`src/rtl/pipe_stage_reg.sv`:
```
// pipe_stage_reg: parametrised pipeline stage register with valid/ready handshake,
// synchronous flush (bubble insertion), optional 2-entry skid buffer and a saturating
// stall-cycle counter.
//
// Parameters:
//   WIDTH   - payload width
//   RST_VAL - bubble encoding driven on out_data whenever no valid entry is held
//   SKID    - 0: single entry, in_ready combinational from out_ready
//             1: two-entry skid buffer, in_ready registered
//   CNT_W   - width of stall_cnt
//
// Ports:
//   clk        in   clock, rising edge
//   rst_n      in   synchronous active-low reset (priority over flush)
//   in_valid   in   upstream presents in_data
//   in_ready   out  stage accepts a payload this cycle
//   in_data    in   upstream payload
//   flush      in   synchronous kill of all held entries
//   out_valid  out  out_data holds a valid payload
//   out_ready  in   downstream accepts this cycle
//   out_data   out  payload to next stage, RST_VAL when out_valid=0
//   stall_cnt  out  saturating count of cycles with out_valid & !out_ready
module pipe_stage_reg #(
    parameter int unsigned       WIDTH   = 12,
    parameter logic [WIDTH-1:0]  RST_VAL = '0,
    parameter int unsigned       SKID    = 0,
    parameter int unsigned       CNT_W   = 16
) (
    input  logic             clk,
    input  logic             rst_n,
    input  logic             in_valid,
    output logic             in_ready,
    input  logic [WIDTH-1:0] in_data,
    input  logic             flush,
    output logic             out_valid,
    input  logic             out_ready,
    output logic [WIDTH-1:0] out_data,
    output logic [CNT_W-1:0] stall_cnt
);

    localparam logic [CNT_W-1:0] CntMax = '1;

    // StFull is only reachable with SKID != 0.
    typedef enum logic [1:0] {
        StEmpty,
        StOne,
        StFull
    } state_e;

    state_e             state_q, state_d;
    logic [WIDTH-1:0]   main_q, main_d;
    logic [WIDTH-1:0]   skid_q, skid_d;
    logic               in_ready_q, in_ready_d;
    logic [CNT_W-1:0]   stall_cnt_q, stall_cnt_d;
    logic               in_fire, out_fire;

    // State register
    always_ff @(posedge clk) begin
        if (!rst_n) begin
            state_q     <= StEmpty;
            main_q      <= RST_VAL;
            skid_q      <= RST_VAL;
            in_ready_q  <= 1'b1;
            stall_cnt_q <= '0;
        end else begin
            state_q     <= state_d;
            main_q      <= main_d;
            skid_q      <= skid_d;
            in_ready_q  <= in_ready_d;
            stall_cnt_q <= stall_cnt_d;
        end
    end

    // Next-state logic
    always_comb begin
        state_d     = state_q;
        main_d      = main_q;
        skid_d      = skid_q;
        stall_cnt_d = stall_cnt_q;
        in_fire     = in_valid & in_ready;
        out_fire    = out_valid & out_ready;

        unique case (state_q)
            StEmpty: begin
                if (in_fire) begin
                    state_d = StOne;
                    main_d  = in_data;
                end
            end
            StOne: begin
                if (in_fire && out_ready) begin
                    main_d = in_data;
                end else if (in_fire) begin
                    // Only reachable with SKID != 0: in the single-entry mode in_ready
                    // while occupied implies out_ready.
                    state_d = StFull;
                    skid_d  = in_data;
                end else if (out_ready) begin
                    state_d = StEmpty;
                    main_d  = RST_VAL;
                end
            end
            StFull: begin
                // No input can be accepted here since in_ready is low.
                if (out_ready) begin
                    state_d = StOne;
                    main_d  = skid_q;
                    skid_d  = RST_VAL;
                end
            end
            default: begin
                state_d = StEmpty;
                main_d  = RST_VAL;
                skid_d  = RST_VAL;
            end
        endcase

        // Stall accounting sees the pre-flush occupancy.
        if (out_valid && !out_ready && (stall_cnt_q != CntMax)) begin
            stall_cnt_d = stall_cnt_q + CNT_W'(1);
        end

        // Flush discards everything, including a payload accepted this cycle.
        if (flush) begin
            state_d = StEmpty;
            main_d  = RST_VAL;
            skid_d  = RST_VAL;
        end

        in_ready_d = (state_d != StFull);
    end

    // Outputs
    always_comb begin
        out_valid = (state_q != StEmpty);
        // main_q is RST_VAL whenever the stage is empty, so no gating is needed.
        out_data  = main_q;
        stall_cnt = stall_cnt_q;
        if (SKID != 0) begin
            in_ready = in_ready_q;
        end else begin
            in_ready = (state_q == StEmpty) | out_ready;
        end
    end

endmodule

```
`config.mk`:
```
export PLATFORM = sky130hd
export DESIGN_NAME = pipe_stage_reg
export DESIGN_NICKNAME = d
export VERILOG_FILES = /design/src/rtl/pipe_stage_reg.sv
export SDC_FILE = /design/constraint.sdc
export NUM_CORES = 1
export LEC_CHECK = 0
export BUFFER_PORTS_ARGS = -buffer_cell sky130_fd_sc_hd__buf_4
export CORE_MARGIN = 2
export CORE_UTILIZATION = 57
export CTS_CLUSTER_DIAMETER = 60
export CTS_CLUSTER_SIZE = 30
export DETAILED_ROUTE_END_ITERATION = 10
export PLACE_DENSITY = 0.8
export SLEW_MARGIN = 0
export SYNTH_ARGS = -nofsm -noshare
export SYNTH_HDL_FRONTEND = slang
export SYNTH_SLANG_ARGS = --single-unit
```
`constraint.sdc`:
```
create_clock -name clk -period 4.7 [get_ports clk]
set_clock_uncertainty 0.1 [all_clocks]
set_input_delay 0.705 -clock clk [delete_from_list [all_inputs] [get_ports clk]]
set_output_delay 0.705 -clock clk [all_outputs]
set_load 0.01 [all_outputs]
```
==> summary.txt <==
Final layout
  • Layout cell share with drive strength beyond 1: a little under a quarter
  • Diode count: 0
  • Layout Nets: 290
  • Area Growth Syn to Fin: 20.2%

Synth
  • Top-area cell type share of the netlist area: between 40% and 50%
  • Ranking of synthesized cells by area: dfxtp_1, a21oi_1, a31oi_1, nand3_1, nand3b_1
  • Flops & latches, synth: 42
  • Mean Syn Cell Area: approximately 8.4 µm²
  • Count leader, synth: dfxtp_1
  • Synth warn: 0
  • Most instantiated cells after synthesis: dfxtp_1, a21oi_1, nand2_1
  • Synth Flop Type: dfxtp_1
  • Synth Instances: 235
  • Synth Cell Area: between 1500 and 2000 µm²
  • Syn nets: 253
  • Sequential share of the synthesized area: 42.5%
  • Asr flop ratio synth: 0%
  • Cell taking the most area after synthesis: dfxtp_1
  • Unique cell type count in the Yosys netlist: 46
  • Number of synthesized flops with an enable pin: 0

Floorplan
  • Die W: 62.9 µm
  • Row count: 21
  • Io pins: 47
  • Die area: approximately 4000 µm²
  • Die Ht: roughly 63 µm
  • Core Area: between 3000 and 4000 µm²
  • Initial Util: 59.3%

Power
  • Sequential group share of total power: 60.2%
  • Max VDD drop: between 0.1 and 0.15 mV
  • NetSw: 146 µW
  • Total power: slightly above 600 µW
  • Sw Ratio: roughly a quarter
  • Clk network pwr share: around 30%
  • Cell area power density: between 200 and 300 nW/µm²
  • Combinational fraction of design power: 9.5%
  • P_leak: between 0.9 and 1 nW
  • P_int: 461 µW

Worst setup path
  • Worst endpoint data arrival time: around 1700 ps
  • CP startpoint kind: flop
  • Critical Path End Type: output port
  • Worst Path Max Fanout: 33
  • Critical Path RT: ~4000 ps
  • Worst setup path class: flop to output port

CTS
  • Clock Sinks: 42
  • Clock root buffer master: clkbuf_4
  • CTS Buf Count: 5
  • Register clock-pin slew on the reported worst setup and hold paths: ~110 ps
  • Htree depth: 2
  • CTS tree: built
  • Post_cts resized: 0
  • Hold-fix buffers, CTS: 0
  • Post-CTS Setup Bufs: 0
  • CTS max path bufs: 2
  • Skew-Pair Late Insertion Delay: 330 ps

Worst hold path
  • Worst hold path class: flop to flop

GRT
  • Initial antenna violation count: 0
  • Total grt overflow: 0
  • Pin count of the biggest net entering global routing: 34
  • Total Routing Usage GR: 24.0%
  • Global-route wire length before repair: 7.71 mm
  • Vias in the first global route: roughly 1700

Route
  • DR vias: 1892
  • DR iter-0 viols: about 120
  • TritonRoute pass-1 iters: 4
  • Final ANT Viol Nets: 0
  • Routed WL: 4.45 mm
  • Via density: between 5 and 6
  • DRC violations left: 0
  • Wire per inst: ~14 µm

STA
  • Final setup violation count: 0
  • Final Slew Violations: 0
  • Worst hold slack: around 360 ps
  • Rel. slew slack: between 40% and 50%
  • RSZ-0062 raised after global routing: no
  • F_max: approximately 0.40 GHz
  • Final Hold Viols: 0
  • Setup TNS: 0 ps
  • Tmin final: around 2500 ps
  • Worst-Margin Slew: between 800 and 900 ps
  • Tcrit/Tclk final: about 54%

Flow run
  • Max Cap Viol: 0

Placement
  • Routability cong.: between 0.8 and 0.9
  • Post-DP HPWL: 3.22 mm
  • Port buffer count: 46

Status
  • Status: finished clean
## cells in the final DEF (no fill, tap or decap), types with 3 or more instances in the layout
cell	netlist	routed
buf_4	0	47
nor2_1	6	6
clkbuf_4	0	5
o21ai_0	6	6
nand3b_1	12	12
dfxtp_1	42	42
a21oi_1	26	26
a31oi_1	15	15
or3_1	3	3
o31ai_1	4	4
nand2_1	21	21
or4_1	3	3
nand2b_1	3	3
a21boi_0	5	5
and3_1	4	4
and2_1	13	13
o211ai_1	3	3
nand3_1	18	18
nand4_1	4	4
## state kept, by name, indices dropped and copies added, names as in the netlist
name / cells
stall_cnt: 16
state_q: 2
skid_q: 12
out_data: 12
## power by group through the flow
| stage | combinational [mW] | clock (mW) | sequential [mW] |
|---|---|---|---|
| 2_1_floorplan | 0.0337 | 0 | 0.374 |
| 3_3_place_gp | 0.0574 | 0 | 0.374 |
| 3_5_place_dp | 0.0578 | 0 | 0.374 |
| 4_1_cts | 0.0580 | 0.191 | 0.366 |
| 5_1_grt | 0.0634 | 0.208 | 0.367 |
| 6_report | 0.0578 | 0.184 | 0.365 |
## final timing paths
kind / from / end / slack (ps) / cells past startpoint
worst min register to register: out_data[7] / out_data[7] / 360 / 2
worst max register to register: state_q[1] / out_data[6] / 2250 / 4
worst min-delay path: out_data[7] / out_data[7] / 360 / 2
worst max-delay path: state_q[1] / in_ready / 2180 / 3
## metal layers
layer | vias to the layer above | track usage [%] | part of all wire [%]
met5 | - | 0 | 0
met1 | 879 | 29.7 | 42
li1 | 942 | - | -
met2 | 67 | 40.4 | 51
met3 | 4 | 5.77 | 5.9
met4 | 0 | 8.89 | 0.76
## kinds of logic (layout without fill, tap and decap cells)
| logic type | count (synthesis) | count (layout) | synth area share [%] |
|---|---|---|---|
| and+or+nand+nor | 96 | 96 | 27.4 |
| muxes | 2 | 2 | 1.08 |
| buffers and inverters | 20 | 58 | 4.30 |
| adders and majority gates | 1 | 1 | 0.632 |
| DFF | 42 | 42 | 42.5 |
| AOI/OAI and AO/OA | 74 | 74 | 24.1 |
## area by class of cell
| type | instances | area, µm² |
|---|---|---|
| inverters | 3 | 13.8 |
| clock buffers | 7 | 55.1 |
| fillers | 304 | 960 |
| repair buffers | 47 | 353 |
| flip-flops and latches | 42 | 841 |
| clock inverters | 1 | 5.00 |
| well taps | 46 | 57.6 |
| multi-input cells | 173 | 1050 |
## stage by stage
step | setup WS [ps] | cells | utilization (%) | area, µm²
after floorplan | 2530 | 235 | - | 1980
after global placement | 2330 | 311 | 69.4 | 2320
after detailed placement | 2330 | 311 | 69.4 | 2320
after CTS | 2170 | 319 | 71.2 | 2380
after global routing | 1970 | 319 | 71.2 | 2380
final | 2180 | 319 | 71.2 | 2380
## critical path, stage by stage (launching register included)
cell	delay, ps
dfxtp_1	910
o21ba_4	260
inv_4	60
buf_4	140
Note: power is estimated with default switching activity, not from simulation.
